`config.mk`:
```
export PLATFORM = sky130hd
export DESIGN_NAME = sprite_blitter
export DESIGN_NICKNAME = d
export VERILOG_FILES = /design/src/rtl/sprite_blitter.sv
export SDC_FILE = /design/constraint.sdc
export NUM_CORES = 1
export LEC_CHECK = 0
export ABC_AREA = 1
export ABC_CLOCK_PERIOD_IN_PS = 11110
export CORE_MARGIN = 8
export CORE_UTILIZATION = 40
export DETAILED_ROUTE_END_ITERATION = 8
export GPL_TIMING_DRIVEN = 0
export MAX_ROUTING_LAYER = met4
export PLACE_DENSITY = 0.67
export SLEW_MARGIN = 20
export SYNTH_ARGS = -nofsm -noshare
export SYNTH_HDL_FRONTEND = slang
export SYNTH_SLANG_ARGS = --single-unit
```
`constraint.sdc`:
```
create_clock -name clk -period 11.11 [get_ports clk]
set_input_delay 2.222 -clock clk [delete_from_list [all_inputs] [get_ports clk]]
set_output_delay 2.222 -clock clk [all_outputs]
set_load 0.05 [all_outputs]
```
`src/rtl/sprite_blitter.sv`:
```
// sprite_blitter: blits sprite ROM pixels or a fill colour into a 320x240 frame buffer
module sprite_blitter #(
  parameter int          FB_W       = 320,
  parameter int          FB_H       = 240,
  parameter int          SPR_W      = 41,
  parameter int          SPR_H      = 42,
  parameter int          SPR_FRAMES = 5,
  parameter logic [11:0] KEY_COLOR  = 12'h0f0,
  parameter int          ADDR_W     = 18
) (
  input  logic              clk,
  input  logic              reset_n,
  input  logic              cmd_valid,
  output logic              cmd_ready,
  input  logic              cmd_clear,
  input  logic [11:0]       cmd_x,
  input  logic [11:0]       cmd_y,
  input  logic [2:0]        cmd_frame,
  input  logic              cmd_mirror,
  input  logic [11:0]       clear_color,
  output logic [ADDR_W-1:0] rom_addr,
  input  logic [11:0]       rom_data,
  output logic              fb_we,
  output logic [ADDR_W-1:0] fb_addr,
  output logic [11:0]       fb_data,
  output logic              busy,
  output logic              done
);
  localparam logic [2:0] IDLE = 3'd0, CLEAR = 3'd1, DRAW = 3'd2, FLUSH = 3'd3, REJECT = 3'd4;
  localparam int CW = $clog2(SPR_W > SPR_H ? SPR_W : SPR_H) + 1;
  localparam logic [ADDR_W-1:0] FB_LAST = ADDR_W'(FB_W * FB_H - 1);
  logic [2:0]        state_q;
  logic [ADDR_W-1:0] rom_addr_q, fb_addr_q, base_q;
  logic [11:0]       fb_data_q, x_q, y_q;
  logic [CW-1:0]     r_q, c_q;
  logic              mir_q, s2v_q;
  logic [12:0]       px_q, py_q;
  logic              last_c, draw_we;
  logic [CW-1:0]     nc, nr;
  logic [ADDR_W-1:0] rom_next, acc_base, fb_calc;
  assign last_c   = c_q == CW'(SPR_W - 1);
  assign nc       = last_c ? '0 : c_q + 1'b1;
  assign nr       = last_c ? r_q + 1'b1 : r_q;
  assign rom_next = base_q + ADDR_W'(nr) * ADDR_W'(SPR_W) + ADDR_W'(mir_q ? CW'(SPR_W - 1) - nc : nc);
  assign acc_base = ADDR_W'(cmd_frame) * ADDR_W'(SPR_W * SPR_H);
  // Stage 2 qualifies the pixel that arrives from the ROM this cycle
  assign draw_we  = s2v_q && rom_data != KEY_COLOR && px_q < 13'(FB_W) && py_q < 13'(FB_H);
  assign fb_calc  = ADDR_W'(py_q) * ADDR_W'(FB_W) + ADDR_W'(px_q);
  assign cmd_ready = state_q == IDLE;
  assign busy      = state_q != IDLE;
  assign done      = (state_q == CLEAR && fb_addr_q == FB_LAST) || state_q == FLUSH || state_q == REJECT;
  assign rom_addr  = rom_addr_q;
  assign fb_we     = state_q == CLEAR || draw_we;
  assign fb_addr   = draw_we ? fb_calc : fb_addr_q;
  assign fb_data   = draw_we ? rom_data : fb_data_q;
  // Command FSM, address generation and the stage-2 coordinate pipeline
  always_ff @(posedge clk) begin
    if (!reset_n) begin
      state_q    <= IDLE;
      rom_addr_q <= '0;
      fb_addr_q  <= '0;
      fb_data_q  <= '0;
      base_q     <= '0;
      x_q        <= '0;
      y_q        <= '0;
      r_q        <= '0;
      c_q        <= '0;
      mir_q      <= 1'b0;
      s2v_q      <= 1'b0;
      px_q       <= '0;
      py_q       <= '0;
    end else begin
      s2v_q <= state_q == DRAW;
      px_q  <= 13'(x_q) + 13'(c_q);
      py_q  <= 13'(y_q) + 13'(r_q);
      if (draw_we) begin
        fb_addr_q <= fb_calc;
        fb_data_q <= rom_data;
      end
      case (state_q)
        IDLE: if (cmd_valid) begin
          x_q    <= cmd_x;
          y_q    <= cmd_y;
          mir_q  <= cmd_mirror;
          r_q    <= '0;
          c_q    <= '0;
          base_q <= acc_base;
          if (cmd_clear) begin
            state_q   <= CLEAR;
            fb_addr_q <= '0;
            fb_data_q <= clear_color;
          end else if (int'(cmd_frame) >= SPR_FRAMES) begin
            state_q <= REJECT;
          end else begin
            state_q    <= DRAW;
            rom_addr_q <= acc_base + (cmd_mirror ? ADDR_W'(SPR_W - 1) : '0);
          end
        end
        CLEAR: begin
          state_q   <= fb_addr_q == FB_LAST ? IDLE : CLEAR;
          fb_addr_q <= fb_addr_q == FB_LAST ? fb_addr_q : fb_addr_q + 1'b1;
        end
        DRAW: if (last_c && r_q == CW'(SPR_H - 1)) begin
          state_q <= FLUSH;
        end else begin
          c_q        <= nc;
          r_q        <= nr;
          rom_addr_q <= rom_next;
        end
        default: state_q <= IDLE;
      endcase
    end
  end
endmodule

```
==> out/results.env, run 1 <==
POST_CTS.REPAIR.SETUP_BUFFERS=0
DP.CELLS=1899
REPORT.FINAL.SLEW_VIOL_COUNT=0
CELLLEAKAGEPOWER_nW=5.70
MAX_STAGE_DELAY_NS=0.88
CRIT_PATH_CATEGORY='primary input to output pin'
CHIP_WIDTH_UM=175
DETAILEDROUTE.FIRSTITERATIONVIOLATIONS=617
MIN_FROM='rom_addr[17]'
YOSYSMOSTFREQUENTCELL='sky130_fd_sc_hd__nand2_1'
PATH_MAX_FANOUT=10
REGTOREGSTARTPOINT='c_q[0]'
GRT_SETUP_UNREPAIRED='false'
SYNTHDOMINANTAREACELLTYPE='sky130_fd_sc_hd__dfxtp_1'
HOLDCRITPATHCLASS='flop to flop'
CRITICAL_PATH.ENDPOINT_TYPE='output pin'
IR_DROP_mV=0.0868
SLOWEST_CELL_ON_THE_CRITICAL_PATH='sky130_fd_sc_hd__clkdlybuf4s50_1'
SETUP.WORST_PATH.START='rom_data[4]'
RUN_STATUS='complete, no violations'
GROUTE.USAGE.OVERALL=0.203
HOLD_CRITICAL_PATH_DEPTH=2
START_KIND='primary input'
SEQ_AREA_UM2=2600
GRT_PASS1_VIAS=9827
IOS=108
PLACE_WS_NS=4.08
ROWS=58
WORST-SLEW-PIN-TRANSITION_NS=0.848
CLK_PATH_BUF_DEPTH=2
NUM-FILL-CELLS=2525
WORSTPATHCELLLIST='clkdlybuf4s50_1, inv_2, nor4_2, nand4_1, nand3_1, buf_4, nand2_1, o21ai_0, clkdlybuf4s50_1'
FINAL-SETUP-VIOL-COUNT=0
CTS_INSERTED_BUFFERS=17
SYNTH_WARNINGS=0
SYNTH-MAIN-FF-CELL='sky130_fd_sc_hd__dfxtp_1'
GRT_ANTENNA_BEFORE_REPAIR=0
LAYOUT_MIN_CYCLE_TIME_NS=6.99
MULTIINPUTGATEAREA_UM2=6490
ACHIEVABLE-FREQUENCY_MHz=143
NETS=1778
DIE_H_UM=175
SYNTH.AREA.TOP_CELLS='sky130_fd_sc_hd__dfxtp_1, sky130_fd_sc_hd__ha_1, sky130_fd_sc_hd__nand2_1, sky130_fd_sc_hd__inv_1, sky130_fd_sc_hd__fa_1'
DETAIL_ROUTED_VIA_COUNT_PER_CELL=5.14
ANTENNA_CELLS=0
HOLDBUFCOUNTCTS=0
OVERFLOW_AFTER_GRT=0
FINALHOLDWORSTSLACK_NS=0.472
REG2REG_DEPTH=23
POSTLAYOUTCOREUTIL=0.490
YOSYS.CELL_TYPES.COUNT=54
AREA_ADDED_BETWEEN_SYNTHESIS_AND_FINISH_PCT=20.6
FLOORPLAN.CORE_AREA_UM2=25000
CRITICAL_PATH.MOST_COMMON_CELL='sky130_fd_sc_hd__clkdlybuf4s50_1'
INITIAL_UTILIZATION=0.406
CLOCK_SKEW_NS=0.0112
TOTAL_POWER_mW=1.58
WORST_R2R_ENDPOINT='rom_addr[11]'
GLOBAL_ROUTE_WIRE_LENGTH_BEFORE_REPAIR_UM=49300
HPWL_UM=24400
FINAL_CYCLE_SHARE=0.629
HOLD_VIOL_FINAL=0
YOSYS-TOP-CELLS-COUNT='sky130_fd_sc_hd__nand2_1, sky130_fd_sc_hd__inv_1, sky130_fd_sc_hd__nor2_1'
PLACED_CELL_AREA_UM2=11600
DRC=0
SYNTH_CELLS=1462
FINISH.CELL_COUNT_WITHOUT_FILLERS=1930
POST_SYNTH_INSTANCE_AREA_UM2=10200
MIN_TO='rom_addr[17]'
DRTANTENNAVIOLNETS=0
CLK_LATENCY_NS=0.43
MAXCAPVIOLCOUNT=0
YOSYS_REGISTER_BITS=130
WORSTPATHARRIVAL_NS=4.77
GRT_MAX_DEGREE=17
RRSETUPSLACK_NS=5.65
PORTBUFFERS=107
DRIVE_GT1_FRAC=0.0844
POWER.DENSITY_CELL_AREA_nW_PER_UM2=129
NUMBER_OF_SINKS_HANDLED_BY_CLOCK_TREE_SYNTHESIS=130
CTSROOTBUFFERMASTER='sky130_fd_sc_hd__clkbuf_16'
TOTAL_VIA_COUNT_AFTER_DETAILED_ROUTING=9920
YOSYSSEQAREASHARE=0.256
DIE-AREA_UM2=30800
CRITICAL_PATH_REQUIRED_NS=8.89
SYNTH_EDF_COUNT=0
SYN_AREA_PER_CELL_UM2=6.95
WORST_SLEW_MARGIN_REL=0.435
POST-ROUTE-WORST-SETUP-SLACK_NS=4.12
SYN-NUM-NETS=1652
NUMBER_OF_DETAILED_ROUTE_ITERATIONS_IN_THE_FIRST_PASS=5
YOSYS.AREA.TOP_TYPE_SHARE=0.256
HTREEDEPTH=4
POSTCTSRESIZEDCELLS=0
PLACE.GP.CONGESTION=0.904
DRT-TOTAL-WL_UM=30300
LAYOUT.CELL_AREA.NON_FILLER_UM2=12300
CLOCK_TREE_FROM_TRITONCTS='built'
DRT-WIRELENGTH-PER-CELL_UM=15.7
SETUP_TOTAL_NEGATIVE_SLACK_NS=0
SYNTH_ASYNC_RESET_RATIO=0
CLK_TRANSITION_REPORTED_PATHS_NS=0.06
[where the power goes]
part / switching, mW / total, mW / leakage [nW] / internal (mW)
Combinational: 0.296 / 0.451 / 4.35 / 0.155
Clock: 0.237 / 0.593 / 0.294 / 0.356
Sequential: 0.0295 / 0.537 / 1.06 / 0.508
Total: 0.563 / 1.58 / 5.70 / 1.02
[how the worst max path moves through the flow]
stage	slack, ns	depth (start not counted)	to
final	4.12	9	fb_addr[10]
after global routing	3.93	9	fb_data[8]
after CTS	4.07	9	fb_data[8]
after detailed placement	4.08	9	fb_data[8]
after global placement	4.08	9	fb_data[7]
after floorplan	4.75	7	fb_addr[14]
[registers in the layout, summed over array words and instances, names as in the netlist]
| register | cells |
|---|---|
| base_q | 13 |
| c_q | 7 |
| fb_addr_q | 18 |
| fb_data_q | 12 |
| mir_q | 1 |
| px_q | 13 |
| py_q | 13 |
| r_q | 7 |
| rom_addr | 18 |
| s2v_q | 1 |
| state_q | 3 |
| x_q | 12 |
| y_q | 12 |
[area by class of cell]
class                   count  area share
clock inverters            14      0.0148
multi-input cells        1064       0.530
repair buffers            107      0.0874
plain buffers              38      0.0166
flip-flops and latches    130       0.212
clock buffers              17      0.0347
inverters                 230      0.0704
well taps                 330      0.0337
[critical path, delay by kind of cell]
kind,cells,cell delay [ns]
AOI/OAI and AO/OA,1,0.14
buffers and inverters,4,1.58
and+or+nand+nor,4,0.82
[per-layer routing]
metal / GRT usage / vias up / routed length, um
met4: 0.0745 / 0 / 961
li1: - / 5010 / -
met3: 0.0335 / 64 / 1410
met5: - / - / 0
met1: 0.237 / 4601 / 13100
met2: 0.348 / 245 / 14800
[logic make-up after synthesis]
group                      Yosys count  synth area share
DFF                                130             0.256
xor gates and xnor gates            24            0.0222
AOI/OAI and AO/OA                  287             0.157
buffers and inverters              268             0.105
and+or+nand+nor                    619             0.275
adders and majority gates          134             0.186
[cell usage in the layout, fill, tap and decap left out, types with 17 or more instances in the layout]
master,count
sky130_fd_sc_hd__a31oi_1,18
sky130_fd_sc_hd__nand4_1,20
sky130_fd_sc_hd__nand3_1,75
sky130_fd_sc_hd__nand2_1,310
sky130_fd_sc_hd__o21ai_1,23
sky130_fd_sc_hd__ha_1,106
sky130_fd_sc_hd__nor2_1,139
sky130_fd_sc_hd__o21ai_0,99
sky130_fd_sc_hd__fa_1,28
sky130_fd_sc_hd__dfxtp_1,130
sky130_fd_sc_hd__clkdlybuf4s50_1,107
sky130_fd_sc_hd__a21oi_1,106
sky130_fd_sc_hd__inv_1,213
sky130_fd_sc_hd__clkbuf_16,17
Power figures use the tool's default switching activity.
==> run 2: changes to the inputs <==
- ABC_CLOCK_PERIOD_IN_PS: 11110 -> 5900
- PLACE_DENSITY: 0.67 -> 0.69
- clock period: 11.11 -> 5.9 ns (I/O delays scaled with it)
==> out/results.env, run 2 (synthesis gave the netlist of run 1 again) <==
CLOCK_SKEW_NS=0.0192  # was 0.0112 ns
HOLDBUFCOUNTCTS=0  # unchanged
POST-ROUTE-WORST-SETUP-SLACK_NS=0.555  # was 4.12 ns
DIE_H_UM=175  # unchanged
GROUTE.USAGE.OVERALL=0.201  # was 0.203
CRITICAL_PATH.ENDPOINT_TYPE='output pin'  # unchanged
START_KIND='flop'  # was primary input
GRT_PASS1_VIAS=9629  # was 9827
INITIAL_UTILIZATION=0.406  # unchanged
AREA_ADDED_BETWEEN_SYNTHESIS_AND_FINISH_PCT=20.1  # was 20.6%
POST_CTS.REPAIR.SETUP_BUFFERS=0  # unchanged
REG2REG_DEPTH=23  # unchanged
PORTBUFFERS=107  # unchanged
DRIVE_GT1_FRAC=0.0849  # was 0.0844
DETAILEDROUTE.FIRSTITERATIONVIOLATIONS=631  # was 617
CLOCK_TREE_FROM_TRITONCTS='built'  # unchanged
FINAL-SETUP-VIOL-COUNT=0  # unchanged
FINAL_CYCLE_SHARE=0.906
CLK_PATH_BUF_DEPTH=2  # unchanged
LAYOUT_MIN_CYCLE_TIME_NS=5.35
ENDPOINT='fb_addr[16]'  # was fb_addr[10]
MOSTFREQUENTLAYOUTCELL='sky130_fd_sc_hd__nand2_1'  # unchanged
NUMBER_OF_DETAILED_ROUTE_ITERATIONS_IN_THE_FIRST_PASS=7  # was 5
NUMBER_OF_SINKS_HANDLED_BY_CLOCK_TREE_SYNTHESIS=130  # unchanged
PLACED_CELL_AREA_UM2=11600  # unchanged
HOLD_VIOL_FINAL=0  # unchanged
WORST-SLEW-PIN-TRANSITION_NS=0.823  # was 0.848 ns
HOLDCRITPATHCLASS='flop to flop'  # unchanged
HTREEDEPTH=4  # unchanged
DRTANTENNAVIOLNETS=0  # unchanged
TOTAL_VIA_COUNT_AFTER_DETAILED_ROUTING=9877  # was 9920
REGTOREGSTARTPOINT='c_q[0]'  # unchanged
CLK_TRANSITION_REPORTED_PATHS_NS=0.06  # about the same
WORST_R2R_ENDPOINT='rom_addr[11]'  # unchanged
SETUP_TOTAL_NEGATIVE_SLACK_NS=0  # unchanged
DIE-AREA_UM2=30800  # unchanged
GRT_SETUP_UNREPAIRED='false'  # unchanged
DETAIL_ROUTED_VIA_COUNT_PER_CELL=5.11  # was 5.14
POSTLAYOUTCOREUTIL=0.487  # was 0.490
GRT_ANTENNA_BEFORE_REPAIR=0  # unchanged
RUN_STATUS='complete, no violations'  # unchanged
CELLLEAKAGEPOWER_nW=5.68  # was 5.70 nW
CRIT_PATH_CATEGORY='flop to output pin'  # was primary input to output pin
POSTCTSRESIZEDCELLS=0  # unchanged
FLOORPLAN.CORE_AREA_UM2=25000  # unchanged
ACHIEVABLE-FREQUENCY_MHz=187
PATH_MAX_FANOUT=4  # was 10
NETS=1778  # unchanged
LAYOUT.CELL_AREA.NON_FILLER_UM2=12200  # was 12300 um^2
RRSETUPSLACK_NS=0.70  # was 5.65 ns
PLACE_WS_NS=0.741  # was 4.08 ns
OVERFLOW_AFTER_GRT=0  # unchanged
CTS_INSERTED_BUFFERS=17  # unchanged
POWER.DENSITY_CELL_AREA_nW_PER_UM2=234  # was 129 nW/um^2
MET3_LENGTH_UM=1360  # was 1410 um
ROWS=58  # unchanged
GRT_MAX_DEGREE=17  # unchanged
IR_DROP_mV=0.152  # was 0.0868 mV
DRT-WIRELENGTH-PER-CELL_UM=15.6  # was 15.7 um
TOTAL_POWER_mW=2.86  # was 1.58 mW
DRC=0  # unchanged
REPORT.FINAL.SLEW_VIOL_COUNT=0  # unchanged
MAXCAPVIOLCOUNT=0  # unchanged
WL_MET1_UM=13100  # about the same
PLACE.GP.CONGESTION=0.920  # was 0.904
CTSROOTBUFFERMASTER='sky130_fd_sc_hd__clkbuf_16'  # unchanged
ANTENNA_CELLS=0  # unchanged
HPWL_UM=24300  # was 24400 um
DRT-TOTAL-WL_UM=30200  # was 30300 um
MET2_WIRELENGTH_UM=14900  # was 14800 um
TOP_SIGNAL_LAYER_USED='met4'  # unchanged
WORSTPATHARRIVAL_NS=4.17  # was 4.77 ns
CHIP_WIDTH_UM=175  # unchanged
CRITICAL_PATH_REQUIRED_NS=4.72  # was 8.89 ns
CLK_LATENCY_NS=0.43  # about the same
SETUP.WORST_PATH.START='py_q[1]'  # was rom_data[4]
WORST_SLEW_MARGIN_REL=0.451  # was 0.435
GLOBAL_ROUTE_WIRE_LENGTH_BEFORE_REPAIR_UM=48500  # was 49300 um
IOS=108  # unchanged
MOST-COMMON-LAYOUT-CELLS='sky130_fd_sc_hd__nand2_1, sky130_fd_sc_hd__inv_1, sky130_fd_sc_hd__nor2_1'  # unchanged
run 2: power by group:
part           internal [mW]  switching (mW)  leakage, nW  total (mW)
Combinational          0.290           0.559         4.35       0.849
Sequential             0.956          0.0494         1.06        1.01
Clock                  0.564           0.438        0.266        1.00
run 2: how the worst min path moves through the flow:
stage                       startpoint            to  slack, ns  depth (start not counted)
after floorplan                x_q[11]      px_q[11]       0.45                          2
after global placement     rom_addr[0]   rom_addr[0]       0.46                          2
after detailed placement   rom_addr[0]   rom_addr[0]       0.47                          2
after CTS                 rom_addr[16]  rom_addr[16]       0.48                          2
after global routing      rom_addr[16]  rom_addr[16]       0.49                          2
final                      rom_addr[0]   rom_addr[0]       0.47                          2
run 2: stage by stage:
step / hold WS (ns) / cells
floorplan: 0.450 / 1462
global placement: 0.457 / 1899
detailed placement: 0.471 / 1899
CTS: 0.478 / 1931
global route: 0.489 / 1931
finish: 0.471 / 1931
run 2: area by class of cell:
cell class | instances | area, um^2
fillers | 2533 | 12800
multi-input cells | 1064 | 6490
flip-flops and latches | 130 | 2600
repair buffers | 107 | 1070
inverters | 230 | 863
clock buffers | 19 | 453
well taps | 330 | 413
plain buffers | 38 | 204
clock inverters | 13 | 103
run 2: worst max-delay path: stages (launching register included):
cell and delay (ns):
sky130_fd_sc_hd__dfxtp_1 0.37, sky130_fd_sc_hd__ha_1 0.31, sky130_fd_sc_hd__ha_1 0.21, sky130_fd_sc_hd__inv_1 0.08, sky130_fd_sc_hd__fa_1 0.42, sky130_fd_sc_hd__xnor2_1 0.15
sky130_fd_sc_hd__ha_1 0.35, sky130_fd_sc_hd__nand2_1 0.09, sky130_fd_sc_hd__nor2_1 0.09, sky130_fd_sc_hd__nand2_1 0.06, sky130_fd_sc_hd__nand3_1 0.10, sky130_fd_sc_hd__nand2_1 0.08
sky130_fd_sc_hd__a21oi_2 0.19, sky130_fd_sc_hd__nand3_1 0.09, sky130_fd_sc_hd__nand2_1 0.07, sky130_fd_sc_hd__nand2_1 0.08, sky130_fd_sc_hd__a21boi_0 0.18, sky130_fd_sc_hd__clkdlybuf4s50_1 0.83
run 2: layer usage:
metal	GRT usage	vias up
met2	0.350	249
met4	0.0657	0
met3	0.0331	46
met1	0.231	4563
li1	-	5019
met5	-	-
==> run 3: changes to the inputs <==
- ABC_CLOCK_PERIOD_IN_PS: 5900 -> 4900
- CORE_ASPECT_RATIO: default -> 1.4
- clock period: 5.9 -> 4.9 ns (I/O delays scaled with it)
==> out/results.env, run 3 (synthesis gave the netlist of run 1 again) <==
CLK_LATENCY_NS=0.43  # about the same
DRT-TOTAL-WL_UM=32200  # was 30200 um
LAYOUT_MIN_CYCLE_TIME_NS=4.76
WORSTPATHCELLLIST='inv_4, ha_4, nand4_4, nor2_4, nand4_2, nor2_2, xor2_2, buf_4, ha_1, ha_4, fa_1, inv_1, fa_1, inv_1, ha_4, a21oi_2, nor2_1, nor2_2, nand3_1, a21oi_1, o21ai_0, nand2_1, inv_1, a21oi_1'  # was ha_1, ha_1, inv_1, fa_1, xnor2_1, ha_1, nand2_1, nor2_1, nand2_1, nand3_1, nand2_1, a21oi_2, nand3_1, nand2_1, nand2_1, a21boi_0, clkdlybuf4s50_1
DRC=0  # unchanged
IR_DROP_mV=0.250  # was 0.152 mV
HOLD_VIOL_FINAL=0  # unchanged
ANTENNA_CELLS=0  # unchanged
GRT_MAX_DEGREE=17  # unchanged
REPORT.FINAL.SLEW_VIOL_COUNT=0  # unchanged
MAXCAPVIOLCOUNT=0  # unchanged
MAX_STAGE_DELAY_NS=0.55  # was 0.83 ns
POWER.DENSITY_CELL_AREA_nW_PER_UM2=289  # was 234 nW/um^2
CLOCK_SKEW_NS=0.0139  # was 0.0192 ns
PORTBUFFERS=107  # unchanged
CLK_PATH_BUF_DEPTH=2  # unchanged
IOS=108  # unchanged
CTS_INSERTED_BUFFERS=17  # unchanged
DETAILEDROUTE.FIRSTITERATIONVIOLATIONS=422  # was 631
DIE_H_UM=205  # was 175 um
NUMBER_OF_DETAILED_ROUTE_ITERATIONS_IN_THE_FIRST_PASS=5  # was 7
MOST-COMMON-LAYOUT-CELLS='sky130_fd_sc_hd__nand2_1, sky130_fd_sc_hd__inv_1, sky130_fd_sc_hd__nor2_1'  # unchanged
SLOWEST_CELL_ON_THE_CRITICAL_PATH='sky130_fd_sc_hd__fa_1'  # was sky130_fd_sc_hd__clkdlybuf4s50_1
GRT_PASS1_VIAS=10331  # was 9629
MULTIINPUTGATEAREA_UM2=6670  # was 6490 um^2
NUM-FILL-CELLS=2515  # was 2533
CLK_TRANSITION_REPORTED_PATHS_NS=0.07  # was 0.06 ns
PATH_MAX_FANOUT=6  # was 4
NUMBER_OF_SINKS_HANDLED_BY_CLOCK_TREE_SYNTHESIS=130  # unchanged
CP_TOP_FAMILY='adder cells'  # unchanged
HOLDBUFCOUNTCTS=0  # unchanged
CRIT_PATH_CATEGORY='flop to flop'  # was flop to output pin
CHIP_WIDTH_UM=151  # was 175 um
NETSWITCHINGPOWER_mW=1.26  # was 1.05 mW
SETUP_TOTAL_NEGATIVE_SLACK_NS=0  # unchanged
ACHIEVABLE-FREQUENCY_MHz=210
CRITICAL_PATH.ENDPOINT_TYPE='flop'  # was output pin
WORSTPATHARRIVAL_NS=5.13  # was 4.17 ns
FINAL-SETUP-VIOL-COUNT=0  # unchanged
DRIVE_GT1_FRAC=0.116  # was 0.0849
DIE-AREA_UM2=30800  # about the same
FLOORPLAN.CORE_AREA_UM2=25200  # was 25000 um^2
ROWS=69  # was 58
SEQ_AREA_UM2=2610  # was 2600 um^2
DRT-WIRELENGTH-PER-CELL_UM=16.6  # was 15.6 um
HOLD_CRITICAL_PATH_DEPTH=2  # unchanged
INITIAL_UTILIZATION=0.403  # was 0.406
WORST-SLEW-PIN-TRANSITION_NS=0.857  # was 0.823 ns
POWER.SHARE.COMBINATIONAL=0.289  # was 0.297
START_KIND='flop'  # unchanged
RUN_STATUS='complete, no violations'  # unchanged
WORSTSETUPPATHDEPTH=24  # was 17
FINAL_CYCLE_SHARE=0.971
DRTANTENNAVIOLNETS=0  # unchanged
NETS=1793  # was 1778
REG2REG_DEPTH=24  # was 23
CLOCK_POWER_SHARE=0.378  # was 0.351
TIMING.CRITICAL_PATH.BUF_INV=5  # was 2
HOLDCRITPATHCLASS='flop to flop'  # unchanged
WORST_SLEW_MARGIN_REL=0.429  # was 0.451
SW_FRAC_OF_TOTAL=0.346  # was 0.366
AREA_ADDED_BETWEEN_SYNTHESIS_AND_FINISH_PCT=23.5  # was 20.1%
MOSTFREQUENTLAYOUTCELL='sky130_fd_sc_hd__nand2_1'  # unchanged
GROUTE.USAGE.OVERALL=0.216  # was 0.201
GLOBAL_ROUTE_WIRE_LENGTH_BEFORE_REPAIR_UM=50700  # was 48500 um
CRITICAL_PATH_REQUIRED_NS=5.27  # was 4.72 ns
CTSROOTBUFFERMASTER='sky130_fd_sc_hd__clkbuf_16'  # unchanged
DETAIL_ROUTED_VIA_COUNT_PER_CELL=5.20  # was 5.11
FINALHOLDWORSTSLACK_NS=0.474  # was 0.471 ns
LAYOUT.CELL_AREA.NON_FILLER_UM2=12600  # was 12200 um^2
CELL_INTERNAL_PWR_mW=2.37  # was 1.81 mW
OVERFLOW_AFTER_GRT=0  # unchanged
CLOCK_TREE_FROM_TRITONCTS='built'  # unchanged
GRT_ANTENNA_BEFORE_REPAIR=0  # unchanged
SHARE_SEQ_OF_TOTAL_POWER=0.333  # was 0.352
HPWL_UM=25500  # was 24300 um
PLACE.GP.CONGESTION=0.943  # was 0.920
HTREEDEPTH=4  # unchanged
TOTAL_VIA_COUNT_AFTER_DETAILED_ROUTING=10060  # was 9877
CELLLEAKAGEPOWER_nW=5.84  # was 5.68 nW
PLACED_CELL_AREA_UM2=11600  # about the same
==> run 3: changes by cell type in the layout (fill, tap and decap cells not counted), moves of 5 or more <==
cell                              delta
sky130_fd_sc_hd__buf_4              +15
sky130_fd_sc_hd__clkdlybuf4s50_1     -6
sky130_fd_sc_hd__dfxtp_1             -5
sky130_fd_sc_hd__ha_1                -5
sky130_fd_sc_hd__nor2_1              -6
sky130_fd_sc_hd__nor2_2              +5
sky130_fd_sc_hd__o21ai_0             -5
sky130_fd_sc_hd__o21ai_1             +5
==> run 3: worst reg2reg max path: cells and delay by family, from the launching register on <==
kind                       cells  cell delay, ns
adders and majority gates      6            2.00
and+or+nand+nor                8            1.13
AOI/OAI and AO/OA              4            0.54
buffers and inverters          5            0.43
DFF                            1            0.37
xor gates and xnor gates       1            0.23
==> run 3: cell type report <==
| type | instances | share of cell area |
|---|---|---|
| Timing Repair Buffer | 122 | 0.0930 |
| Tap cell | 319 | 0.0318 |
| Inverter | 230 | 0.0692 |
| Sequential cell | 130 | 0.208 |
| Multi-Input combinational cell | 1064 | 0.532 |
| Clock inverter | 13 | 0.0148 |
| Clock buffer | 19 | 0.0353 |
| Buffer | 38 | 0.0162 |
==> run 3: final timing paths <==
check        slack, ns      endpoint    startpoint
max               0.14  rom_addr[12]        c_q[0]
max reg2reg       0.14  rom_addr[12]        c_q[0]
min               0.47  rom_addr[17]  rom_addr[17]
min reg2reg       0.47  rom_addr[17]  rom_addr[17]
==> run 3: repair_timing <==
item | in CTS | in global routing
gates resized for setup | 18 | 49
setup buffers | 6 | 9
pin swaps | 3 | 10
setup endpoints to repair | 14 | 16
gates cloned | 0 | 0
==> run 3: per-stage QoR <==
stage | utilization | setup WS (ns) | power (mW) | std cells
6_report | 0.498 | 0.142 | 3.63 | 1935
5_1_grt | 0.498 | -0.0576 | 3.81 | 1935
2_1_floorplan | - | 0.396 | 1.91 | 1462
3_3_place_gp | 0.462 | -0.298 | 2.25 | 1888
3_5_place_dp | 0.462 | -0.309 | 2.26 | 1888
4_1_cts | 0.490 | -0.0822 | 3.64 | 1926
==> run 3: power by group through the flow <==
stage / clock [mW] / sequential (mW) / combinational (mW)
final: 1.37 / 1.21 / 1.05
after global routing: 1.43 / 1.22 / 1.15
after CTS: 1.39 / 1.21 / 1.04
after floorplan: 0 / 1.28 / 0.626
after global placement: 0 / 1.23 / 1.02
after detailed placement: 0 / 1.23 / 1.02
==> run 3: per-layer routing <==
layer	GRT usage	part of all wire	up-vias	wire [um]
met1	0.207	0.38	4645	12200
li1	-	-	5049	-
met2	0.402	0.53	271	17100
met3	0.0287	0.039	95	1260
met4	0.123	0.051	0	1640
met5	-	0	-	0
